**src/rtl/mux16_arbiter.sv**
```systemverilog
// Round-robin arbiter for 16 requesters driving a shared 16:1 mux select.
// Grants are held until done/req-drop/watchdog, with one idle turnaround cycle between grants.
module mux16_arbiter #(
  parameter int MAX_HOLD = 255
) (
  input  logic        clk,
  input  logic        rst,
  input  logic [15:0] req,
  input  logic [15:0] done,
  output logic [15:0] gnt,
  output logic [3:0]  sel,
  output logic        busy,
  output logic        timeout
);

  typedef enum logic {
    IDLE  = 1'b0,
    GRANT = 1'b1
  } state_t;

  localparam bit         WD_EN     = (MAX_HOLD != 0);
  localparam logic [7:0] HOLD_LAST = WD_EN ? 8'(MAX_HOLD - 1) : 8'd0;

  state_t      state, state_nxt;
  logic [3:0]  last, last_nxt;
  logic [7:0]  hold_cnt, hold_nxt;
  logic [15:0] gnt_nxt;
  logic [3:0]  sel_nxt;
  logic        busy_nxt;
  logic        timeout_nxt;
  logic        owner_release;
  logic        wd_expire;
  logic [3:0]  pick;

  // Search starts one past the last owner, so the last owner is considered last.
  function automatic logic [3:0] rr_pick(input logic [15:0] r, input logic [3:0] base);
    logic [3:0] idx;
    logic [3:0] found_idx;
    logic       found;
    found_idx = base;
    found     = 1'b0;
    for (int k = 1; k <= 16; k++) begin
      idx = base + 4'(k);
      if (!found && r[idx]) begin
        found_idx = idx;
        found     = 1'b1;
      end
    end
    return found_idx;
  endfunction

  assign pick          = rr_pick(req, last);
  assign owner_release = done[sel] || !req[sel];
  assign wd_expire     = WD_EN && (hold_cnt == HOLD_LAST);

  // NOTE: every combinational output gets a default first, so no path leaves it
  // unassigned and no latch is inferred; blocking '=' is correct inside always_comb.
  always_comb begin
    state_nxt   = state;
    last_nxt    = last;
    hold_nxt    = hold_cnt;
    gnt_nxt     = gnt;
    sel_nxt     = sel;
    busy_nxt    = busy;
    timeout_nxt = 1'b0;

    case (state)
      IDLE: begin
        gnt_nxt  = 16'h0000;
        busy_nxt = 1'b0;
        if (|req) begin
          gnt_nxt   = 16'h0001 << pick;
          sel_nxt   = pick;
          busy_nxt  = 1'b1;
          hold_nxt  = 8'd0;
          state_nxt = GRANT;
        end
      end
      GRANT: begin
        // An owner-side release wins over a coincident watchdog expiry.
        if (owner_release || wd_expire) begin
          gnt_nxt     = 16'h0000;
          busy_nxt    = 1'b0;
          last_nxt    = sel;
          state_nxt   = IDLE;
          timeout_nxt = !owner_release;
        end else begin
          hold_nxt = hold_cnt + 8'd1;
        end
      end
      default: begin
        state_nxt = IDLE;
        gnt_nxt   = 16'h0000;
        busy_nxt  = 1'b0;
      end
    endcase
  end

  // NOTE: state registers use non-blocking '<=' so every flop samples the
  // pre-edge values; the async reset clears all outputs without waiting for clk.
  always_ff @(posedge clk or posedge rst) begin
    if (rst) begin
      state    <= IDLE;
      last     <= 4'd15;
      hold_cnt <= 8'd0;
      gnt      <= 16'h0000;
      sel      <= 4'd0;
      busy     <= 1'b0;
      timeout  <= 1'b0;
    end else begin
      state    <= state_nxt;
      last     <= last_nxt;
      hold_cnt <= hold_nxt;
      gnt      <= gnt_nxt;
      sel      <= sel_nxt;
      busy     <= busy_nxt;
      timeout  <= timeout_nxt;
    end
  end

endmodule

```
**config.mk**
```make
export PLATFORM = sky130hd
export DESIGN_NAME = mux16_arbiter
export DESIGN_NICKNAME = d
export VERILOG_FILES = /design/src/rtl/mux16_arbiter.sv
export SDC_FILE = /design/constraint.sdc
export NUM_CORES = 1
export LEC_CHECK = 0
export BUFFER_PORTS_ARGS = -buffer_cell sky130_fd_sc_hd__buf_2
export CAP_MARGIN = 20
export CORE_AREA = 5 5 104 96
export CTS_CLUSTER_DIAMETER = 50
export CTS_CLUSTER_SIZE = 20
export DETAILED_ROUTE_END_ITERATION = 6
export DIE_AREA = 0 0 109 101
export GPL_ROUTABILITY_DRIVEN = 0
export PLACE_DENSITY = 0.82
export SETUP_SLACK_MARGIN = 0.4
export SYNTH_ARGS = -nofsm -noshare
export SYNTH_HDL_FRONTEND = slang
export SYNTH_SLANG_ARGS = --single-unit
```
**constraint.sdc**
```tcl
create_clock -name clk -period 5.2 [get_ports clk]
set_clock_uncertainty 0.1 [all_clocks]
set_input_delay 0.78 -clock clk [delete_from_list [all_inputs] [get_ports clk]]
set_output_delay 0.78 -clock clk [all_outputs]
set_load 0.1 [all_outputs]
```
==> qor.yml <==
final.min_clock_period_ns: 4.64
synth_flop_cell: "dfrtp_1"
start_util: 0.478
ys_types: 73
cts.sinks: 35
final_max_slew_viol_count: 0
core_um2: 8880
finalCritPeriodShare: 0.892
worst_setup_path_end_kind: "register"
synth_area_um2: 4240
hold_violations: 0
numPortBuffers: 55
io_pins: 56
die-width_um: 109
cts_setup_buffers: 0
synth_edf_count: 0
syn-num-nets: 505
setup_viol: 0
r2r_start: "last[1]$_DFFE_PP1P_"
synthesis.instances: 461
via_count: 4358
grt_start_max_net_pins: 36
nFillCells: 776
std_cell_rows: 33
stdcell_count: 630
drive_gt1_frac: 0.285
dp.final_hpwl_um: 9740
detail-route-antenna-nets: 0
worstSkewPairLatency_ns: 0.29
critPathLaunch: "last[1]$_DFFE_PP1P_"
status: "completed"
via_per_inst: 6.92
avgSynthCellArea_um2: 9.20
maxCapViolations: 0
worstHoldStart: "gnt[3]$_DFFE_PP0P_"
h-tree-depth: 2
fmax_mhz: 216
firstDrtPassIters: 7
cts_tree: "yes"
antenna_cells: 0
nets: 552
hp-class: "reg -> reg"
holdPathEnd: "gnt[3]$_DFFE_PP0P_"
wl_per_cell_um: 20.8
ys_seq_area_frac: 0.208
path_clk_slew_ns: 0.07
route.detailed.drc: 0
rsz0062_at_grt: "yes"
crit_arrival_ns: 4.69
worstSetupPathType: "reg -> reg"
antenna_found_initial: 0
grt_pass1_wl_um: 21100
grt_pass1_vias: 4098
synth-seq-cells: 35
finalWirelength_um: 13100
cp.required_ns: 5.25
grt_use_total: 0.242
drtIter0Drc: 602
die-area_um2: 11000
maxSlewHeadroom: 0.497
dp.cells: 623
die_y_um: 101
grt.overflow.total: 0
worstPathMaxFanout: 10
worst_slew_pin_slew_ns: 0.749
yosysWarnings: 0
area_growth_pct: 11.9
reg2regPathDepth: 11
cts_buffers: 5
rr_endpoint: "gnt[15]$_DFFE_PP0P_"
r2r_slack_ns: 0.56
critPathLaunchType: "register"
hold_depth: 2
ctsLongestPathBuffers: 2
cts_root_buf: "clkbuf_8"
synth-async-reset-ratio: 1.00
finalSetupTns_ns: 0
registers in the layout (all words and copies together) (netlist names):
register / count
gnt: 16
hold_cnt: 8
last: 4
sel: 4
busy: 1
state: 1
timeout: 1
kinds of logic (layout without fill, tap and decap cells):
kind of cell / after synthesis / after routing / share of synthesized area
mux: 88 / 88 / 0.292
fa+ha+maj: 10 / 10 / 0.0295
xor+xnor: 17 / 17 / 0.0369
buf+inv: 46 / 93 / 0.0505
compound gates: 132 / 132 / 0.229
simple gates: 133 / 133 / 0.154
flops: 35 / 35 / 0.208
critical path, cell delays in order (launching register included):
cell	delay, ns
dfstp_2	0.64
inv_1	0.20
ha_1	0.29
xnor2_1	0.48
mux2_2	0.43
mux2_2	0.32
a211o_1	0.32
or4_4	0.61
a221oi_2	0.24
a211oi_1	0.11
o31ai_2	0.59
o31ai_1	0.18
metal layers:
| layer | routed length (um) | vias to the layer above | part of all wire | global-route usage |
|---|---|---|---|---|
| li1 | - | 1897 | - | - |
| met1 | 5080 | 2055 | 0.39 | 0.334 |
| met2 | 5980 | 338 | 0.46 | 0.366 |
| met3 | 1470 | 68 | 0.11 | 0.0538 |
| met4 | 567 | 0 | 0.043 | 0.0981 |
| met5 | 0 | - | 0 | 0 |
cell usage after synthesis, types with 3 or more instances:
master    number  area, um2
nand4_1        5       31.3
a221oi_1       4       35.0
o211ai_1       9       67.6
o221ai_1       7       61.3
inv_1         18       67.6
dfstp_2        4        105
nor2_1        25       93.8
buf_2          6       30.0
a21oi_1       17       85.1
a31oi_1        5       31.3
a211oi_1       3       22.5
o32ai_1       11       96.3
xor2_1         7       61.3
nor4_1         5       31.3
nand2_1       54        203
o21ai_0       19       95.1
o31ai_1       17        128
buf_6          4       45.0
mux4_2        24        541
xnor2_1        9       78.8
nand2b_1       8       50.1
clkbuf_1      12       45.0
nor3_1         8       40.0
or2_2          3       18.8
dfrtp_1       31        776
mux2_2        24        270
mux2i_1       37        370
and2_1         3       18.8
o22ai_1        6       37.5
ha_1          10        125
a21o_1         3       22.5
a211o_1        3       26.3
nand3_1        7       35.0
timing repair:
action / CTS / global route
hold buffers: 0 / 0
resized for setup: 0 / 7
endpoints found under the setup margin: 0 / 18
metrics by stage:
step	hold slack, ns	utilization	worst slack [ns]	cell area [um2]
2_1_floorplan	0.348	-	0.434	4250
3_3_place_gp	0.359	0.519	0.567	4610
3_5_place_dp	0.362	0.519	0.490	4610
4_1_cts	0.379	0.529	0.461	4700
5_1_grt	0.416	0.534	0.373	4740
6_report	0.383	0.534	0.562	4740
placed cells by master (no fill, tap or decap), drive strengths merged, types with 3 or more instances in the layout:
master  instances
nor4            5
nor2           25
nand2b          8
a31oi           5
nor3            8
o31ai          18
o221ai          7
and2            4
or2             3
a221oi          5
a211oi          3
ha             10
o211ai          9
mux2           24
clkbuf          6
mux2i          40
o32ai          11
inv            20
a21o            3
xor2            7
nand2          54
a21oi          17
dfrtp          31
nand3           7
a211o           3
xnor2          10
nor3b           3
dfstp           4
o22ai           6
o21ai          19
nand4           6
buf            65
mux4           24
final cells by class:
type,count,area [um2],area share
Tap cell,122,153,0.0322
Multi-Input combinational cell,380,3190,0.673
Clock inverter,1,5.00,0.00106
Inverter,21,78.8,0.0166
Timing Repair Buffer,65,350,0.0739
Clock buffer,6,82.6,0.0174
Sequential cell,35,881,0.186
worst max path at each step:
| stage | to | slack [ns] | cells past startpoint |
|---|---|---|---|
| finish | gnt[15]$_DFFE_PP0P_ | 0.56 | 11 |
| global placement | sel[1]$_DFFE_PP0P_ | 0.57 | 11 |
| CTS | gnt[4]$_DFFE_PP0P_ | 0.46 | 11 |
| global route | gnt[15]$_DFFE_PP0P_ | 0.37 | 10 |
| detailed placement | gnt[15]$_DFFE_PP0P_ | 0.49 | 11 |
| floorplan | sel[2]$_DFFE_PP0P_ | 0.43 | 18 |
Power is not shown: default switching activity piles up to over one toggle a cycle in this logic, so the estimate is an artifact.
